`src/rtl/muldiv_pkg.sv`:
```
// Shared types and sizing helpers for the iterative HI/LO multiply/divide unit.
package muldiv_pkg;

  typedef enum logic [1:0] {
    OP_MULT  = 2'b00,
    OP_MULTU = 2'b01,
    OP_DIV   = 2'b10,
    OP_DIVU  = 2'b11
  } op_t;

  typedef enum logic [1:0] {
    S_IDLE  = 2'b00,
    S_RUN   = 2'b01,
    S_FIXUP = 2'b10,
    S_DONE  = 2'b11
  } state_t;

  localparam int DBITS = 32;

  function automatic int cnt_width(input int n);
    return (n > 1) ? $clog2(n) : 1;
  endfunction

  localparam int CNT_W = cnt_width(DBITS);

  function automatic logic op_is_div(input op_t o);
    return (o == OP_DIV) || (o == OP_DIVU);
  endfunction

  function automatic logic op_is_signed(input op_t o);
    return (o == OP_MULT) || (o == OP_DIV);
  endfunction

endpackage

```
`src/rtl/muldiv_negate.sv`:
```
// Combinational conditional two's-complement negate: dout = neg ? -din : din.
module muldiv_negate #(
  parameter int W = 32
) (
  input  logic         neg,
  input  logic [W-1:0] din,
  output logic [W-1:0] dout
);

  assign dout = neg ? (~din + W'(1)) : din;

endmodule

```
`src/rtl/muldiv_unit.sv`:
```
// Iterative MIPS HI/LO multiply/divide unit (shift-add multiply, restoring divide).
// Divide support is built only when the macro MULDIV_DIV_EN is defined.
module muldiv_unit
  import muldiv_pkg::*;
#(
  parameter int Dbits = DBITS
) (
  input  logic             clock,
  input  logic             reset,
  input  logic             start,
  input  logic [1:0]       op,
  input  logic [Dbits-1:0] srcA,
  input  logic [Dbits-1:0] srcB,
  input  logic             hi_we,
  input  logic             lo_we,
  input  logic [Dbits-1:0] wdata,
  output logic             busy,
  output logic             done,
  output logic [Dbits-1:0] hi,
  output logic [Dbits-1:0] lo
);

  localparam int CW = cnt_width(Dbits);
`ifdef MULDIV_DIV_EN
  localparam bit DIV_EN = 1'b1;
`else
  localparam bit DIV_EN = 1'b0;
`endif

  state_t             state;
  state_t             state_next;
  op_t                op_in;
  logic [CW-1:0]      cnt;
  logic [2*Dbits-1:0] acc;
  logic [2*Dbits-1:0] step;
  logic [2*Dbits-1:0] prod_fix;
  logic [Dbits-1:0]   opnd_b;
  logic [Dbits-1:0]   abs_a;
  logic [Dbits-1:0]   abs_b;
  logic [Dbits-1:0]   res_hi;
  logic [Dbits-1:0]   res_lo;
  logic [Dbits:0]     mul_sum;
  logic               sign_a;
  logic               sign_b;
  logic               neg_lo;
`ifdef MULDIV_DIV_EN
  logic               div_r;
  logic               neg_hi;
  logic [Dbits:0]     div_diff;
  logic [Dbits-1:0]   quot_fix;
  logic [Dbits-1:0]   rem_fix;
`endif

  assign op_in  = op_t'(op);
  assign sign_a = op_is_signed(op_in) & srcA[Dbits-1];
  assign sign_b = op_is_signed(op_in) & srcB[Dbits-1];

  muldiv_negate #(.W(Dbits)) u_abs_a (.neg(sign_a), .din(srcA), .dout(abs_a));
  muldiv_negate #(.W(Dbits)) u_abs_b (.neg(sign_b), .din(srcB), .dout(abs_b));
  muldiv_negate #(.W(2*Dbits)) u_fix_prod (.neg(neg_lo), .din(acc), .dout(prod_fix));

`ifdef MULDIV_DIV_EN
  muldiv_negate #(.W(Dbits)) u_fix_quot (
    .neg (neg_lo),
    .din (acc[Dbits-1:0]),
    .dout(quot_fix)
  );
  muldiv_negate #(.W(Dbits)) u_fix_rem (
    .neg (neg_hi),
    .din (acc[2*Dbits-1:Dbits]),
    .dout(rem_fix)
  );
`endif

  // acc holds {partial product, multiplier} or {remainder, dividend/quotient}.
  always_comb begin
    mul_sum = {1'b0, acc[2*Dbits-1:Dbits]} + (acc[0] ? {1'b0, opnd_b} : '0);
    step    = {mul_sum, acc[Dbits-1:1]};
`ifdef MULDIV_DIV_EN
    div_diff = acc[2*Dbits-1:Dbits-1] - {1'b0, opnd_b};
    if (div_r) begin
      if (div_diff[Dbits]) begin
        step = {acc[2*Dbits-2:0], 1'b0};
      end else begin
        step = {div_diff[Dbits-1:0], acc[Dbits-2:0], 1'b1};
      end
    end
`endif
  end

  always_comb begin
    res_hi = prod_fix[2*Dbits-1:Dbits];
    res_lo = prod_fix[Dbits-1:0];
`ifdef MULDIV_DIV_EN
    if (div_r) begin
      res_hi = rem_fix;
      res_lo = quot_fix;
    end
`endif
  end

  always_comb begin
    state_next = state;
    busy       = 1'b0;
    done       = 1'b0;
    case (state)
      S_IDLE: begin
        if (start) begin
          state_next = (op_is_div(op_in) && !DIV_EN) ? S_DONE : S_RUN;
        end
      end
      S_RUN: begin
        busy = 1'b1;
        if (cnt == CW'(Dbits - 1)) begin
          state_next = S_FIXUP;
        end
      end
      S_FIXUP: begin
        busy       = 1'b1;
        state_next = S_DONE;
      end
      S_DONE: begin
        done       = 1'b1;
        state_next = S_IDLE;
      end
      default: state_next = S_IDLE;
    endcase
  end

  // A zero divisor keeps the quotient unsigned so LO reads all ones and HI returns the dividend.
  always_ff @(posedge clock) begin
    if (reset) begin
      state  <= S_IDLE;
      cnt    <= '0;
      acc    <= '0;
      opnd_b <= '0;
      neg_lo <= 1'b0;
      hi     <= '0;
      lo     <= '0;
`ifdef MULDIV_DIV_EN
      div_r  <= 1'b0;
      neg_hi <= 1'b0;
`endif
    end else begin
      state <= state_next;
      case (state)
        S_IDLE: begin
          if (hi_we) hi <= wdata;
          if (lo_we) lo <= wdata;
          if (start) begin
            cnt    <= '0;
            acc    <= {{Dbits{1'b0}}, abs_a};
            opnd_b <= abs_b;
            neg_lo <= sign_a ^ sign_b;
`ifdef MULDIV_DIV_EN
            div_r  <= op_is_div(op_in);
            neg_hi <= sign_a;
            if (op_is_div(op_in) && (srcB == '0)) begin
              neg_lo <= 1'b0;
            end
`endif
          end
        end
        S_RUN: begin
          acc <= step;
          cnt <= cnt + CW'(1);
        end
        S_FIXUP: begin
          hi <= res_hi;
          lo <= res_lo;
        end
        default: ;
      endcase
    end
  end

endmodule

```
`config.mk`:
```
export PLATFORM = sky130hd
export DESIGN_NAME = muldiv_unit
export DESIGN_NICKNAME = d
export VERILOG_FILES = /design/src/rtl/muldiv_pkg.sv /design/src/rtl/muldiv_negate.sv /design/src/rtl/muldiv_unit.sv
export SDC_FILE = /design/constraint.sdc
export NUM_CORES = 1
export LEC_CHECK = 0
export BUFFER_PORTS_ARGS = -buffer_cell sky130_fd_sc_hd__buf_2
export CORE_MARGIN = 5
export CORE_UTILIZATION = 53
export CTS_CLUSTER_SIZE = 24
export DETAILED_ROUTE_END_ITERATION = 16
export PLACE_DENSITY = 0.78
export SLEW_MARGIN = 20
export SYNTH_ARGS = -nofsm -noshare
export SYNTH_HDL_FRONTEND = slang
export SYNTH_HIERARCHICAL = 1
export SYNTH_SLANG_ARGS = --single-unit
export TNS_END_PERCENT = 5
```
`constraint.sdc`:
```
create_clock -name clock -period 2.65 [get_ports clock]
set_input_delay 0.1325 -clock clock [delete_from_list [all_inputs] [get_ports clock]]
set_output_delay 0.1325 -clock clock [all_outputs]
set_load 0.01 [all_outputs]
```
==> results.json, run 1 <==
{
  "via_count": 11700,
  "areaGrowthSynthToFinish_pct": 20.8,
  "worstSetupEndpointType": "register",
  "crit_path_max_incr_delay_ns": 0.60,
  "cp.arrival_ns": 2.99,
  "synth_top_area_cell": "dfxtp_1",
  "cellPowerDensity_mw_per_mm2": 857,
  "synth_top_cell_area_share": 0.284,
  "rrSetupSlack_ns": 0.007,
  "tritoncts": "built",
  "required_ns": 2.99,
  "yosysMostFrequentCell": "dfxtp_1",
  "reg2reg_to": "hi[22]$_SDFFE_PP0P_",
  "hold_viol_final": 0,
  "grt_max_degree": 68,
  "fin_nets": 1816,
  "placed_area_mm2": 0.0134,
  "finalCriticalPeriod_ns": 2.64,
  "fill_cells": 1889,
  "relSlewSlack": 0.527,
  "clock-sinks": 168,
  "seqCellArea_mm2": 0.00337,
  "synthArstFlopShare": 0,
  "slew_violations": 0,
  "wl_per_cell_um": 18.4,
  "root_buffer": "clkbuf_16",
  "pin_count": 169,
  "critPathMaxFanout": 5,
  "synth_ff_type": "dfxtp_1",
  "cts_buffers": 17,
  "synth-simple-area-share": 0.233,
  "ant_nets": 0,
  "clock_path_buffers": 2,
  "finalSetupViolations": 0,
  "power_mw": 12.2,
  "dieArea_mm2": 0.0254,
  "core_mm2": 0.0219,
  "route.detailed.drc": 0,
  "synth_xor_area_frac": 0.108,
  "synth_fa_ha_area_frac": 0.0451,
  "r2r_cells": 7,
  "drive_above_1_share": 0.238,
  "path_cells": "or4_4 -> nor4b_4 -> nand4_4 -> o41ai_4 -> xnor2_1 -> a21oi_1 -> a211oi_1",
  "fin_skew_ns": 0.0123,
  "grt_pass1_vias": 10700,
  "h-tree-depth": 4,
  "synth_area_mm2": 0.0118,
  "die_width_um": 159,
  "synth.yosys.seq_area_share": 0.284,
  "max_freq_mhz": 378,
  "clkTransAtPathRegs_ns": 0.08,
  "min_path_type": "in2reg",
  "rsz0062_at_grt": "yes",
  "rows": 54,
  "post-route-period-util": 0.998,
  "fin_hold_ws_ns": 0.0256,
  "diodes": 0,
  "leakage_nw": 5.62,
  "grt_first_pass_wirelength_um": 56800,
  "die_y_um": 159,
  "dp_hpwl_um": 27600,
  "synth_seq_cells": 168,
  "multi_input_area_mm2": 0.00820,
  "routed_wl_um": 36000,
  "finalWeightedCongestion": 0.966,
  "timing.rr.start": "acc[26]$_SDFFE_PP0P_",
  "synth_top_family_by_area": "compound AO/OA/AOI/OAI gates",
  "tns_ns": 0,
  "synth-edff-count": 0,
  "tightest_slew_ns": 0.710,
  "hold_path_startpoint": "srcB[30]",
  "max-vdd-ir-drop_mv": 0.503,
  "synth_compound_area_frac": 0.259,
  "yosysWarnings": 6,
  "critPathKind": "reg2reg",
  "maxCapViolCount": 0,
  "synth_mux_area_frac": 0.0323,
  "track_usage": 0.269,
  "dr.pass1.iters": 5,
  "start_util": 0.540,
  "gr-total-overflow": 0,
  "synthCells": 1474,
  "cpMaxStageDelayCell": "or4_4",
  "io_buffers": 168,
  "antenna_found_initial": 0,
  "yosys-top-cells-count": "168 x dfxtp_1, 154 x nand2_1, 145 x nor2_1, 140 x xnor2_1, 132 x a21oi_1",
  "worstSetupStartpointType": "register",
  "synth.area.top_cells": "dfxtp_1 28%, xnor2_1 10%, a211oi_1 6.4%",
  "final_area_mm2": 0.0143,
  "syn-num-nets": 1619,
  "drtIter0Drc": 906,
  "cp-startpoint": "acc[26]$_SDFFE_PP0P_",
  "worstSkewPairLatency_ns": 0.44,
  "syn_area_per_cell_um2": 8.02,
  "endpoint": "hi[22]$_SDFFE_PP0P_",
  "drt-vias-per-instance": 5.96,
  "fin_util": 0.652,
  "ys_types": 76,
  "status": "finished clean"
}
how the worst min path moves through the flow:
stage / end / slack (ns) / cells after the start
5_1_grt: opnd_b[21]$_SDFFE_PP0P_ / 0.03 / 4
3_5_place_dp: opnd_b[0]$_SDFFE_PP0P_ / 0.42 / 3
3_3_place_gp: opnd_b[0]$_SDFFE_PP0P_ / 0.42 / 3
2_1_floorplan: opnd_b[3]$_SDFFE_PP0P_ / 0.33 / 3
4_1_cts: opnd_b[29]$_SDFFE_PP0P_ / 0.02 / 4
6_report: opnd_b[30]$_SDFFE_PP0P_ / 0.03 / 4
flip-flops by register name (all words and copies together) (netlist names):
signal	count
lo	32
state	2
acc	64
hi	32
cnt	5
opnd_b	32
neg_lo	1
timing repair:
item	4_1_cts	5_1_grt
pin swaps	2	14
gates cloned	0	0
setup buffers	0	7
hold endpoints to repair	2	0
setup endpoints to repair	6	43
gates resized for setup	2	32
hold buffers	2	0
cells in the final DEF (no fill, tap or decap), types with 5 or more instances in the layout:
master / instances
or4_1: 7
a21oi_1: 130
nor4_1: 7
nor2_1: 145
nand4_1: 13
o31ai_2: 9
or2_2: 8
o21a_1: 7
o21ai_0: 59
dfxtp_1: 165
xor2_1: 6
nand2b_1: 12
or4_4: 7
nand3_1: 12
o21ai_1: 11
a211oi_2: 5
nor4_4: 9
nor3_1: 15
nand2_1: 152
mux2i_1: 37
a211oi_1: 98
buf_12: 5
clkbuf_16: 17
o41ai_1: 14
and3_1: 5
inv_8: 6
or3_1: 15
buf_4: 97
o41ai_2: 15
a22oi_1: 15
a21o_1: 7
o31ai_1: 35
and2_1: 38
inv_1: 22
ha_1: 37
o21bai_1: 5
a31oi_1: 7
nor2b_1: 38
xnor2_1: 139
buf_2: 167
through the flow:
step | worst slack, ns | cells
after detailed placement | -0.0516 | 1923
after global placement | 0.0123 | 1923
after floorplan | 0.0452 | 1474
after CTS | -0.00349 | 1957
final | 0.00661 | 1964
after global routing | -0.0908 | 1964
critical path, delay by kind of cell, from the launching register on:
kind             cells  cell delay, ns
AO/OA/AOI/OAI        3            0.71
flip-flops           1            0.33
XOR/XNOR             1            0.21
AND/OR/NAND/NOR      3            1.29
per-layer routing:
metal | GRT usage | wire, um
met1 | 0.395 | 16700
met2 | 0.394 | 15200
met3 | 0.0557 | 3050
met4 | 0.0876 | 1050
met5 | 0 | 0
report_power, final:
group	internal (mW)	switching, mW	total [mW]	leakage [nW]
Clock	1.28	1.24	2.52	0.290
Sequential	3.29	0.520	3.81	1.38
Combinational	2.35	3.56	5.92	3.95
Total	6.92	5.32	12.2	5.62
cell type report:
cell class	instances	share of cell area
Clock buffer	17	0.0298
Clock inverter	15	0.0123
Inverter	22	0.00578
Multi-Input combinational cell	1191	0.574
Sequential cell	168	0.236
Tap cell	280	0.0245
Timing Repair Buffer	271	0.118
kinds of logic (layout without fill, tap and decap cells):
kind of cell | Yosys count | count (layout)
xor+xnor | 146 | 146
simple gates | 518 | 518
buf+inv | 115 | 325
fa+ha+maj | 42 | 42
flops | 168 | 168
mux | 38 | 38
compound gates | 447 | 447
Note: power is estimated with default switching activity, not from simulation.
==> inputs of run 2 (changes only) <==
--- a/config.mk
+++ b/config.mk
@@ -5,12 +5,15 @@
 export SDC_FILE = /design/constraint.sdc
 export NUM_CORES = 1
 export LEC_CHECK = 0
+export ABC_AREA = 1
 export BUFFER_PORTS_ARGS = -buffer_cell sky130_fd_sc_hd__buf_2
+export CELL_PAD_IN_SITES_DETAIL_PLACEMENT = 1
+export CELL_PAD_IN_SITES_GLOBAL_PLACEMENT = 1
 export CORE_MARGIN = 5
-export CORE_UTILIZATION = 53
+export CORE_UTILIZATION = 37
 export CTS_CLUSTER_SIZE = 24
 export DETAILED_ROUTE_END_ITERATION = 16
-export PLACE_DENSITY = 0.78
+export PLACE_DENSITY_LB_ADDON = 0.1
 export SLEW_MARGIN = 20
 export SYNTH_ARGS = -nofsm -noshare
 export SYNTH_HDL_FRONTEND = slang
==> results.json, run 2 <==
{
  "dr.pass1.iters": 5,
  "via_count": 15400,
  "layout_common_cells": "810 x nand2_1, 296 x nor2_1, 242 x inv_1, 168 x buf_2",
  "synth-edff-count": 0,
  "clkTransAtPathRegs_ns": 0.07,
  "die_y_um": 204,
  "cp.arrival_ns": 2.63,
  "synth_area_mm2": 0.0139,
  "max_freq_mhz": 434,
  "rows": 71,
  "largest_register": "acc",
  "synth_seq_cells": 168,
  "track_usage": 0.259,
  "timing.rr.start": "acc[0]$_SDFFE_PP0P_",
  "grt_first_pass_wirelength_um": 85600,
  "place_ws_ns": 0.282,
  "fin_hold_ws_ns": 0.0240,
  "synth_top_area_cell": "dfxtp_1",
  "die_width_um": 204,
  "synth_ff_type": "dfxtp_1",
  "worstSkewPairLatency_ns": 0.45,
  "post-route-period-util": 0.869,
  "tritoncts": "built",
  "hold_path_startpoint": "wdata[20]",
  "cts_buffers": 17,
  "finalSetupViolations": 0,
  "min_delay_path_depth": 3,
  "critPathMaxFanout": 31,
  "final_common_cell": "nand2_1",
  "max-vdd-ir-drop_mv": 0.561,
  "yosysMostFrequentCell": "nand2_1",
  "h-tree-depth": 4,
  "r2r_cells": 13,
  "finalCriticalPeriod_ns": 2.30,
  "rrSetupSlack_ns": 0.35,
  "synth.area.top_cells": "dfxtp_1 24%, nand2_1 22%, nor2_1 8.1%",
  "start_util": 0.372,
  "leakage_nw": 8.08,
  "finalWeightedCongestion": 0.929,
  "pin_count": 169,
  "cellPowerDensity_mw_per_mm2": 911,
  "fin_skew_ns": 0.0157,
  "areaGrowthSynthToFinish_pct": 15.2,
  "final.setup.worst_slack_ns": 0.347,
  "status": "finished clean",
  "synthCells": 2363,
  "critPathKind": "reg2reg",
  "drive_above_1_share": 0.150,
  "slew_violations": 0,
  "io_buffers": 168,
  "tns_ns": 0,
  "routed_wl_um": 54500,
  "fin_nets": 2651,
  "diodes": 0,
  "syn_area_per_cell_um2": 5.90,
  "min_path_type": "in2reg",
  "clock_path_buffers": 2,
  "ant_nets": 0,
  "wl_per_cell_um": 18.0,
  "dp_hpwl_um": 44200,
  "synth_top_cell_area_share": 0.241,
  "required_ns": 2.97,
  "synthArstFlopShare": 0,
  "ys_types": 43,
  "gr-total-overflow": 0,
  "yosysWarnings": 6,
  "worstSetupEndpointType": "register",
  "tightest_slew_ns": 0.634,
  "grt_pass1_vias": 16000,
  "maxCapViolCount": 0,
  "relSlewSlack": 0.577,
  "reg2reg_to": "acc[56]$_SDFFE_PP0P_",
  "clock-sinks": 168,
  "rsz0062_at_grt": "no",
  "synth.yosys.seq_area_share": 0.241,
  "route.detailed.drc": 0,
  "hold_viol_final": 0,
  "syn-num-nets": 2508,
  "grt_max_degree": 67,
  "drt-vias-per-instance": 5.10,
  "worstSetupStartpointType": "register",
  "antenna_found_initial": 0,
  "yosys-top-cells-count": "810 x nand2_1, 299 x nor2_1, 243 x inv_1, 168 x dfxtp_1, 166 x o21ai_0",
  "drtIter0Drc": 627,
  "hold_end": "hi[20]$_SDFFE_PP0P_",
  "core_mm2": 0.0374,
  "root_buffer": "clkbuf_16",
  "largest_reg_flops": 64,
  "dieArea_mm2": 0.0416
}
==> run 2: cell types whose count changed in the layout (fill, tap and decap cells not counted), sizes merged, moves of 37 or more <==
cell and delta:
a211oi -103, and2 -38, inv +244, mux2i -37, a31oi +88, nor2b -41
nand2 +694, o21ai +121, buf -76, a21oi -57, xnor2 -109, nand3 +105
o31ai -44, nor2 +204
==> run 2: cells by family after synthesis <==
logic type | Yosys count | synth area share
AND/OR/NAND/NOR | 1368 | 0.427
flip-flops | 168 | 0.241
AO/OA/AOI/OAI | 371 | 0.151
buffers and inverters | 351 | 0.103
XOR/XNOR | 63 | 0.0401
adder cells (fa/ha/maj) | 42 | 0.0383
==> run 2: layout make-up <==
class                           instances  area, um^2
Tap cell                              511         639
Fill cell                            5173       21400
Sequential cell                       168        3370
Inverter                              264        1000
Clock buffer                           17         425
Timing Repair Buffer                  211        1280
Multi-Input combinational cell       1844        9150
Clock inverter                         15         176
==> run 2: worst max-delay path, stage by stage (launching register included) <==
cell and delay, ns:
dfxtp_2 0.37, buf_12 0.18, nand2_1 0.08, inv_1 0.04, ha_1 0.39, nand2_1 0.15
nor2_1 0.33, nand2_1 0.17, nor2_1 0.11, nand2_1 0.07, nand3_1 0.07, nand2_1 0.05
nand3_1 0.06, a21oi_1 0.06
==> run 2: metrics by stage <==
step                      instance area [um^2]  power, mW  cells  utilization
final                                    16000       14.6   3030        0.429
after global routing                     16000       15.7   3030        0.429
after CTS                                16000       14.7   3030        0.429
after detailed placement                 15300       12.0   2980        0.408
after global placement                   15300       11.8   2980        0.408
after floorplan                          13900       9.29   2363            -
==> run 2: what timing repair did <==
item / CTS / global route
hold buffers: 18 / 0
buffers inserted: 0 / 0
endpoints found under the hold margin: 33 / 0
setup endpoints to repair: 0 / 2
gates resized for setup: 0 / 2
==> run 2: worst max-delay path by stage <==
stage                        startpoint                    to  slack, ns  depth (start not counted)
floorplan           acc[0]$_SDFFE_PP0P_  acc[47]$_SDFFE_PP0P_       0.26                         17
global placement    acc[0]$_SDFFE_PP0P_  acc[40]$_SDFFE_PP0P_       0.32                         10
detailed placement  acc[0]$_SDFFE_PP0P_  acc[40]$_SDFFE_PP0P_       0.28                         10
CTS                 acc[0]$_SDFFE_PP0P_  acc[58]$_SDFFE_PP0P_       0.24                         13
global route        acc[0]$_SDFFE_PP0P_  acc[47]$_SDFFE_PP0P_       0.09                         15
finish              acc[0]$_SDFFE_PP0P_  acc[56]$_SDFFE_PP0P_       0.35                         13
==> run 2: power by group <==
part           internal (mW)  total (mW)  switching, mW
Sequential              3.32        4.11          0.789
Combinational           2.46        7.84           5.38
Clock                   1.43        2.66           1.23
Total                   7.21        14.6           7.40
==> run 2: routing by layer <==
layer,wire [um],track usage,part of all wire
met4,2060,0.0962,0.038
met3,1910,0.0362,0.035
met2,26800,0.469,0.49
met1,23700,0.313,0.43
met5,0,0,0
==> inputs of run 3 (changes only) <==
--- a/config.mk
+++ b/config.mk
@@ -13,7 +13,7 @@
 export CORE_UTILIZATION = 37
 export CTS_CLUSTER_SIZE = 24
 export DETAILED_ROUTE_END_ITERATION = 16
-export PLACE_DENSITY_LB_ADDON = 0.1
+export PLACE_DENSITY = 0.75
 export SLEW_MARGIN = 20
 export SYNTH_ARGS = -nofsm -noshare
 export SYNTH_HDL_FRONTEND = slang
==> results.json, run 3 (synthesis gave the netlist of run 2 again) <==
{
  "fin_util": 0.426,
  "hold_viol_final": 0,
  "crit_family": "simple AND/OR/NAND/NOR gates",
  "grt_max_degree": 65,
  "worstSetupStartpointType": "register",
  "final_common_cell": "nand2_1",
  "dr.pass1.iters": 5,
  "power.internal_mw": 7.24,
  "fin_nets": 2641,
  "relSlewSlack": 0.535,
  "cp.arrival_ns": 2.73,
  "cellPowerDensity_mw_per_mm2": 914,
  "antenna_found_initial": 1,
  "clock_path_buffers": 2,
  "dieArea_mm2": 0.0416,
  "worstSkewPairLatency_ns": 0.44,
  "combPwrFrac": 0.534,
  "wl_per_cell_um": 17.2,
  "largest_reg_flops": 64,
  "drtIter0Drc": 820,
  "core_mm2": 0.0374,
  "rrSetupSlack_ns": 0.29,
  "min_delay_path_depth": 3,
  "fin_skew_ns": 0.0119,
  "slew_violations": 0,
  "track_usage": 0.246,
  "drt-vias-per-instance": 5.12,
  "pin_count": 169,
  "dp_cells": 2982,
  "rsz0062_at_grt": "no",
  "finalWeightedCongestion": 0.930,
  "finalCriticalPeriod_ns": 2.36,
  "tritoncts": "built",
  "maxCapViolCount": 0,
  "drive_above_1_share": 0.151,
  "seqPwrFrac": 0.284,
  "areaGrowthSynthToFinish_pct": 14.2,
  "io_buffers": 168,
  "clkPwrFrac": 0.182,
  "die_width_um": 204,
  "diodes": 0,
  "final_cell_count_no_fill": 3020,
  "reg2reg_to": "acc[48]$_SDFFE_PP0P_",
  "worstSetupEndpointType": "register",
  "r2r_cells": 15,
  "timing.rr.start": "acc[0]$_SDFFE_PP0P_",
  "status": "finished clean",
  "p_sw_mw": 7.32,
  "cts_buffers": 17,
  "max-vdd-ir-drop_mv": 0.483,
  "path_cells": "buf_12 -> nand2_1 -> inv_1 -> ha_1 -> nand2_1 -> nand2_1 -> inv_1 -> nand2_1 -> nand2_1 -> nand3_2 -> nand3_2 -> nand2_1 -> nand2_1 -> nand3_1 -> a21oi_1",
  "ant_nets": 0,
  "critical_path.most_common_cell": "nand2_1",
  "layout_common_cells": "810 x nand2_1, 297 x nor2_1, 242 x inv_1, 168 x buf_2, 167 x dfxtp_1",
  "crit_path_max_incr_delay_ns": 0.41,
  "cp.buffers_inverters": 3,
  "start_util": 0.372,
  "hold_path_startpoint": "wdata[29]",
  "routed_wl_um": 52100,
  "tns_ns": 0,
  "critPathKind": "reg2reg",
  "largest_register": "acc",
  "grt_pass1_vias": 15800,
  "die_y_um": 204,
  "post-route-period-util": 0.892,
  "min_path_type": "in2reg",
  "h-tree-depth": 4,
  "tightest_slew_ns": 0.697,
  "path_depth": 15,
  "root_buffer": "clkbuf_16",
  "required_ns": 3.02,
  "fin_hold_ws_ns": 0.0150,
  "grt_first_pass_wirelength_um": 82900,
  "rows": 71,
  "gr-total-overflow": 0,
  "final.setup.worst_slack_ns": 0.286,
  "cpMaxStageDelayCell": "dfxtp_1",
  "finalSetupViolations": 0,
  "place_ws_ns": 0.361,
  "route.detailed.drc": 0,
  "leakage_nw": 8.04,
  "critPathMaxFanout": 31,
  "switching_share": 0.503,
  "hold_end": "hi[29]$_SDFFE_PP0P_",
  "clock-sinks": 168,
  "via_count": 15500,
  "dp_hpwl_um": 42500,
  "clkTransAtPathRegs_ns": 0.07,
  "max_freq_mhz": 423
}
-- run 3: cell type report --
type / count / area [um^2]
clock buffer: 20 / 467
clock inverter: 12 / 141
fill: 5160 / 21500
inverter: 264 / 1000
multi-input combinational: 1844 / 9150
sequential: 168 / 3360
tap: 511 / 639
timing repair buffer: 201 / 1150
-- run 3: how the worst max path moves through the flow --
| stage | slack [ns] | to | startpoint |
|---|---|---|---|
| after floorplan | 0.26 | acc[47]$_SDFFE_PP0P_ | acc[0]$_SDFFE_PP0P_ |
| after global placement | 0.46 | acc[59]$_SDFFE_PP0P_ | acc[0]$_SDFFE_PP0P_ |
| after detailed placement | 0.36 | acc[48]$_SDFFE_PP0P_ | acc[0]$_SDFFE_PP0P_ |
| after CTS | 0.32 | lo[30]$_SDFFE_PP0P_ | acc[0]$_SDFFE_PP0P_ |
| after global routing | 0.11 | acc[48]$_SDFFE_PP0P_ | acc[0]$_SDFFE_PP0P_ |
| final | 0.29 | acc[48]$_SDFFE_PP0P_ | acc[0]$_SDFFE_PP0P_ |
-- run 3: layer usage --
metal | share of wire | track usage
met5 | 0.00025 | 0
met4 | 0.029 | 0.0804
met3 | 0.041 | 0.0309
met2 | 0.46 | 0.418
met1 | 0.47 | 0.326
-- run 3: power by group through the flow --
stage,clock network [mW],logic [mW],registers (mW)
after CTS,2.68,7.76,4.12
after global routing,2.79,8.61,4.22
after global placement,0,7.50,4.15
after detailed placement,0,7.71,4.16
after floorplan,0,5.26,4.03
final,2.65,7.78,4.13
-- run 3: repair_timing --
item | 4_1_cts | 5_1_grt
buffers inserted | 0 | 0
gates resized for setup | 0 | 0
hold endpoints to repair | 11 | 0
hold buffers | 6 | 0
-- run 3: metrics by stage --
stage	total power, mW	area, um^2
after global placement	11.6	15200
after floorplan	9.29	13900
after global routing	15.6	15900
after detailed placement	11.9	15200
final	14.6	15900
after CTS	14.6	15900
-- run 3: worst register-to-register path: cells and delay by family, from the launching register on --
family | cells | cell delay [ns]
flops | 1 | 0.41
simple gates | 10 | 1.00
compound gates | 1 | 0.17
buf+inv | 3 | 0.41
fa+ha+maj | 1 | 0.32
